File: src/rtl/uart_tx_queue.sv
`default_nettype none
// +----------------------------------------------------------------------------+
// | Module      : uart_tx_queue                                                |
// | Description : Circular byte FIFO that feeds a UART transmitter through the |
// |               four-phase Send/Sent handshake.                              |
// |               Optional build macro UART_TXQ_STICKY_OVERFLOW_EN makes the   |
// |               overflow flag sticky and adds the ovf_clear input.           |
// | Revision    : 1.0 - initial release                                        |
// +----------------------------------------------------------------------------+
module uart_tx_queue #(
    parameter  int DEPTH  = 16,
    localparam int ADDR_W = $clog2(DEPTH)
) (
    input  logic              clk,
    input  logic              reset,
    input  logic              wr_en,
    input  logic [7:0]        wr_data,
`ifdef UART_TXQ_STICKY_OVERFLOW_EN
    input  logic              ovf_clear,
`endif
    output logic              full,
    output logic              empty,
    output logic [ADDR_W:0]   count,
    output logic              overflow,
    output logic              tx_send,
    output logic [7:0]        tx_din,
    input  logic              tx_sent,
    output logic              busy
);

    localparam logic [1:0]      c_idle     = 2'd0;
    localparam logic [1:0]      c_send     = 2'd1;
    localparam logic [1:0]      c_wait_low = 2'd2;
    localparam logic [ADDR_W:0] c_depth    = (ADDR_W+1)'(DEPTH);

    logic [7:0]        r_mem [DEPTH];
    logic [ADDR_W-1:0] r_wr_ptr;
    logic [ADDR_W-1:0] r_rd_ptr;
    logic [ADDR_W:0]   r_count;
    logic [1:0]        r_state;
    logic              r_tx_send;
    logic              r_busy;
    logic              r_overflow;
    logic [7:0]        r_tx_din;

    logic w_full;
    logic w_empty;
    logic w_pop;
    logic w_push;
    logic w_drop;

    assign w_full  = (r_count == c_depth);
    assign w_empty = (r_count == '0);

    // A stale Sent level left over from the transmitter holds off the next pop.
    assign w_pop  = (r_state == c_idle) && !w_empty && !tx_sent;
    assign w_push = wr_en && (!w_full || w_pop);
    assign w_drop = wr_en && w_full && !w_pop;

    // Storage carries no reset; validity is defined solely by the pointers and count.
    always_ff @(posedge clk) begin
        if (w_push) begin
            r_mem[r_wr_ptr] <= wr_data;
        end
    end

    always_ff @(posedge clk) begin
        if (reset) begin
            r_wr_ptr   <= '0;
            r_rd_ptr   <= '0;
            r_count    <= '0;
            r_tx_din   <= 8'h00;
            r_overflow <= 1'b0;
            r_tx_send  <= 1'b0;
            r_busy     <= 1'b0;
            r_state    <= c_idle;
        end else begin
            if (w_push) begin
                r_wr_ptr <= r_wr_ptr + ADDR_W'(1);
            end

            // When full, a simultaneous write lands in the slot being popped; the
            // non-blocking read still returns the oldest byte.
            if (w_pop) begin
                r_tx_din <= r_mem[r_rd_ptr];
                r_rd_ptr <= r_rd_ptr + ADDR_W'(1);
            end

            case ({w_push, w_pop})
                2'b10:   r_count <= r_count + (ADDR_W+1)'(1);
                2'b01:   r_count <= r_count - (ADDR_W+1)'(1);
                default: r_count <= r_count;
            endcase

`ifdef UART_TXQ_STICKY_OVERFLOW_EN
            if (w_drop) begin
                r_overflow <= 1'b1;
            end else if (ovf_clear) begin
                r_overflow <= 1'b0;
            end
`else
            r_overflow <= w_drop;
`endif

            case (r_state)
                c_idle: begin
                    if (w_pop) begin
                        r_state   <= c_send;
                        r_tx_send <= 1'b1;
                        r_busy    <= 1'b1;
                    end
                end
                c_send: begin
                    if (tx_sent) begin
                        r_state   <= c_wait_low;
                        r_tx_send <= 1'b0;
                    end
                end
                c_wait_low: begin
                    if (!tx_sent) begin
                        r_state <= c_idle;
                        r_busy  <= 1'b0;
                    end
                end
                default: begin
                    r_state   <= c_idle;
                    r_tx_send <= 1'b0;
                    r_busy    <= 1'b0;
                end
            endcase
        end
    end

    assign full     = w_full;
    assign empty    = w_empty;
    assign count    = r_count;
    assign overflow = r_overflow;
    assign tx_send  = r_tx_send;
    assign tx_din   = r_tx_din;
    assign busy     = r_busy;

endmodule
`default_nettype wire

File: config.mk
export PLATFORM = sky130hd
export DESIGN_NAME = uart_tx_queue
export DESIGN_NICKNAME = d
export VERILOG_FILES = /design/src/rtl/uart_tx_queue.sv
export SDC_FILE = /design/constraint.sdc
export NUM_CORES = 1
export LEC_CHECK = 0
export ABC_AREA = 1
export BUFFER_PORTS_ARGS = -buffer_cell sky130_fd_sc_hd__buf_4
export CAP_MARGIN = 10
export CORE_MARGIN = 8
export CORE_UTILIZATION = 60
export DETAILED_ROUTE_END_ITERATION = 10
export GPL_TIMING_DRIVEN = 1
export PLACE_DENSITY = 0.82
export SYNTH_ARGS = -nofsm -noshare
export SYNTH_HDL_FRONTEND = slang
export SYNTH_SLANG_ARGS = --single-unit
File: constraint.sdc
create_clock -name clk -period 2.7 [get_ports clk]
set_clock_uncertainty 0.2 [all_clocks]
set_input_delay 0.405 -clock clk [delete_from_list [all_inputs] [get_ports clk]]
set_output_delay 0.405 -clock clk [all_outputs]
set_load 0.01 [all_outputs]
==> qor.csv <==
stage,metric,value,unit
sta,unrepaired setup endpoints after global routing,no,
global_routing,GRT busiest layer,met2,
yosys,Mapped Cells,685,
sta,Slew Limit Headroom,0.530,
yosys,mux cell area share after synthesis,0,
clock_tree,CTS sink cnt,154,
worst_setup_path,Crit. End Element,flip-flop,
worst_setup_path,kind of critical path,flip-flop to flip-flop,
global_routing,Overall Global Routing Usage,0.216,
floorplanning,row cnt,39,
clock_tree,clk buf depth,2,
run,Max-cap violations,0,
pwr,pwr dens,968,mW/mm^2
yosys,synthesis-stage register bit count,154,
pwr,Worst VDD drop,0.573,mV
finish,layout cell share with drive strength beyond 1,0.137,
detailed_routing,Via density,5.50,
yosys,Yosys cell types,31,
sta,setup tns final,0,ns
worst_setup_path,Crit path arrival time,2.54,ns
global_routing,grt total ovfl,0,
yosys,post-synthesis instance area,0.00683,sq mm
clock_tree,setup bufs post-CTS,0,
detailed_routing,Post-Route WL,15300,um
sta,Worst-Margin Slew,0.705,ns
sta,Slew Limit Fails,0,
clock_tree,CTS tree,built,
worst_setup_path,WP buf/inv,2,
sta,Final period util,0.900,
worst_setup_path,CP top delay family,simple AND/OR/NAND/NOR gates,
pwr,total power draw,7.52,mW
sta,fmax,411,MHz
global_routing,M2 GR Usage,0.353,
global_routing,initial antenna violation count,0,
floorplanning,Initial Util,0.606,
finish,post-layout instance area,0.00777,sq mm
placed_design,gp weighted congestion,0.876,
worst_setup_path,worst path cell trace,nor2_1 -> nand3_2 -> nand3_2 -> inv_1 -> ha_1 -> inv_1 -> o21ai_0 -> a21o_1 -> nand2_1 -> a21oi_1 -> nor2_1,
worst_setup_path,required time of the worst setup path,2.81,ns
sta,setup violators final,0,
detailed_routing,DR iter-0 viols,564,
floorplanning,core area,0.0113,sq mm
finish,Area Growth Syn to Fin,13.9,%
yosys,largest family of logic cells by synthesized area,simple AND/OR/NAND/NOR gates,
detailed_routing,via count,4803,
yosys,Synth Area in Compound Gates,0.0266,
worst_setup_path,nature of the critical path startpoint,flip-flop,
worst_setup_path,CP max stage delay,0.34,ns
clock_tree,CTS resizes,0,
yosys,XOR/XNOR Fraction of Synth Area,0.00513,
sta,Tmin final,2.43,ns
yosys,adder-cell share of the synthesized area,0.0176,
finish,Nets,740,
finish,Final Core Density,0.689,
worst_hold_path,Tightest Hold Check Type,primary input to flip-flop,
global_routing,first-pass GRT wire length,24300,um
yosys,post-synthesis sequential area ratio,0.639,
finish,ANT cells,0,
clock_tree,clk slew on worst S/H paths,0.06,ns
detailed_routing,# DRC,0,
placed_design,Port Buffers,29,
clock_tree,CTS H-Tree Depth,4,
clock_tree,clk root buf,clkbuf_16,
clock_tree,worst skew pair latency,0.42,ns
placed_design,Post-DP Area,0.00717,sq mm
global_routing,largest net degree at the start of global routing,67,
placed_design,Detail Placement HPWL,9590,um
finish,FILL cells,808,
sta,final hold vios,0,
floorplanning,die area,0.0150,sq mm
global_routing,met1 Resource Use GR,0.260,
placed_design,Setup WS pre-CTS,0.263,ns
floorplanning,Die X,123,um
global_routing,vias in the first global route,4881,
detailed_routing,drt wl/cell,17.5,um
sta,min setup slack post-route,0.269,ns
clock_tree,Hold Buf Count CTS,0,
yosys,Simple-Gate Fraction of Synth Area,0.230,
yosys,syn nets,706,
yosys,Yosys warnings,0,
clock_tree,TritonCTS buffer count,17,
worst_setup_path,"critical path fanouts, max",8,
worst_setup_path,CP max-delay cell,dfxtp_1,
detailed_routing,Routed Antenna Nets,0,
detailed_routing,Pre-Repair DR Iteration Count,5,
global_routing,M3 GR Usage,0.0589,
pwr,Leakage,3.32,nW
floorplanning,DIE HEIGHT,123,um
run_status,outcome,completed,
floorplanning,# IOs,30,
yosys,Mean Syn Cell Area,9.96,sq um
state kept, by name, summed over array words and instances (netlist names):
register and cells:
r_mem 128, tx_din 8, count 5, r_rd_ptr 4, r_wr_ptr 4, r_state 2
busy 1, overflow 1, tx_send 1
power by group:
group	total (mW)	leakage, nW	internal [mW]	switching (mW)
logic	2.24	1.67	0.742	1.50
registers	2.88	1.37	2.76	0.122
clock network	2.39	0.282	1.45	0.941
total	7.52	3.32	4.96	2.57
path summary, 6_finish.rpt:
check / from / to / slack (ns) / cells after the start
max: count[1] / count[4] / 0.27 / 11
min: reset / r_wr_ptr[3] / 0.1 / 2
max reg2reg: count[1] / count[4] / 0.27 / 11
min reg2reg: busy / busy / 0.30 / 2
synth_stat cells, drive strengths merged:
cell / count / share of area
clkbuf: 3 / 0.0016
fa: 1 / 0.0029
xnor2: 1 / 0.0013
clkinv: 2 / 0.0011
nor2: 58 / 0.033
edfxtp: 128 / 0.56
xor2: 3 / 0.0039
inv: 96 / 0.054
nand3: 100 / 0.077
ha: 8 / 0.015
nor3: 4 / 0.0046
dfxtp: 26 / 0.076
nand2: 196 / 0.12
buf: 26 / 0.024
a21oi: 16 / 0.013
o21bai: 1 / 0.0011
a21o: 1 / 0.0011
o21ai: 15 / 0.011
through the flow:
step	std cells	hold WS (ns)
2_1_floorplan	685	0.282
3_3_place_gp	843	0.263
3_5_place_dp	843	0.279
4_1_cts	874	0.0869
5_1_grt	874	0.104
6_report	874	0.0954
kinds of logic after synthesis:
| group | Yosys count |
|---|---|
| XOR/XNOR | 4 |
| AO/OA/AOI/OAI | 33 |
| adder cells (fa/ha/maj) | 9 |
| AND/OR/NAND/NOR | 358 |
| buffers and inverters | 127 |
| flip-flops | 154 |
metal layers:
metal,vias to the layer above,share of wire
li1,2293,-
met1,2264,0.38
met2,210,0.50
met3,36,0.088
met4,0,0.028
met5,-,0
layout make-up:
cell class              count  area [sq um]  share of cell area
flip-flops and latches    154          4370               0.562
multi-input cells         404          1910               0.246
clock buffers              17           425              0.0547
inverters                  98           375              0.0483
repair buffers             44           343              0.0441
well taps                 143           179              0.0230
clock inverters            14           174              0.0224
placed cells by master, fill, tap and decap left out:
cell type / netlist / routed
a21o_1: 1 / 1
a21oi_1: 13 / 13
a21oi_2: 3 / 3
buf_12: 0 / 1
buf_4: 7 / 43
bufinv_16: 0 / 3
clkbuf_16: 0 / 17
clkinv_1: 2 / 2
clkinv_2: 0 / 2
clkinv_4: 0 / 3
clkinvlp_4: 0 / 4
dfxtp_1: 26 / 25
dfxtp_2: 0 / 1
edfxtp_1: 128 / 128
fa_1: 1 / 1
ha_1: 8 / 8
inv_1: 91 / 91
inv_2: 4 / 4
inv_6: 0 / 2
inv_8: 1 / 1
nand2_1: 186 / 186
nand2_2: 3 / 3
nand2_4: 7 / 7
nand3_1: 97 / 97
nand3_2: 2 / 2
nand3_4: 1 / 1
nor2_1: 56 / 56
nor2_2: 2 / 2
nor3_1: 3 / 3
nor3_4: 1 / 1
o21ai_0: 13 / 13
o21ai_1: 2 / 2
o21bai_1: 1 / 1
xnor2_1: 1 / 1
xor2_1: 3 / 3
worst reg2reg max path, stage by stage, from the launching register on:
cell	delay, ns
dfxtp_1	0.34
nor2_1	0.20
nand3_2	0.16
nand3_2	0.20
inv_1	0.12
ha_1	0.33
inv_1	0.07
o21ai_0	0.26
a21o_1	0.16
nand2_1	0.07
a21oi_1	0.15
nor2_1	0.07
Note: power is estimated with default switching activity, not from simulation.
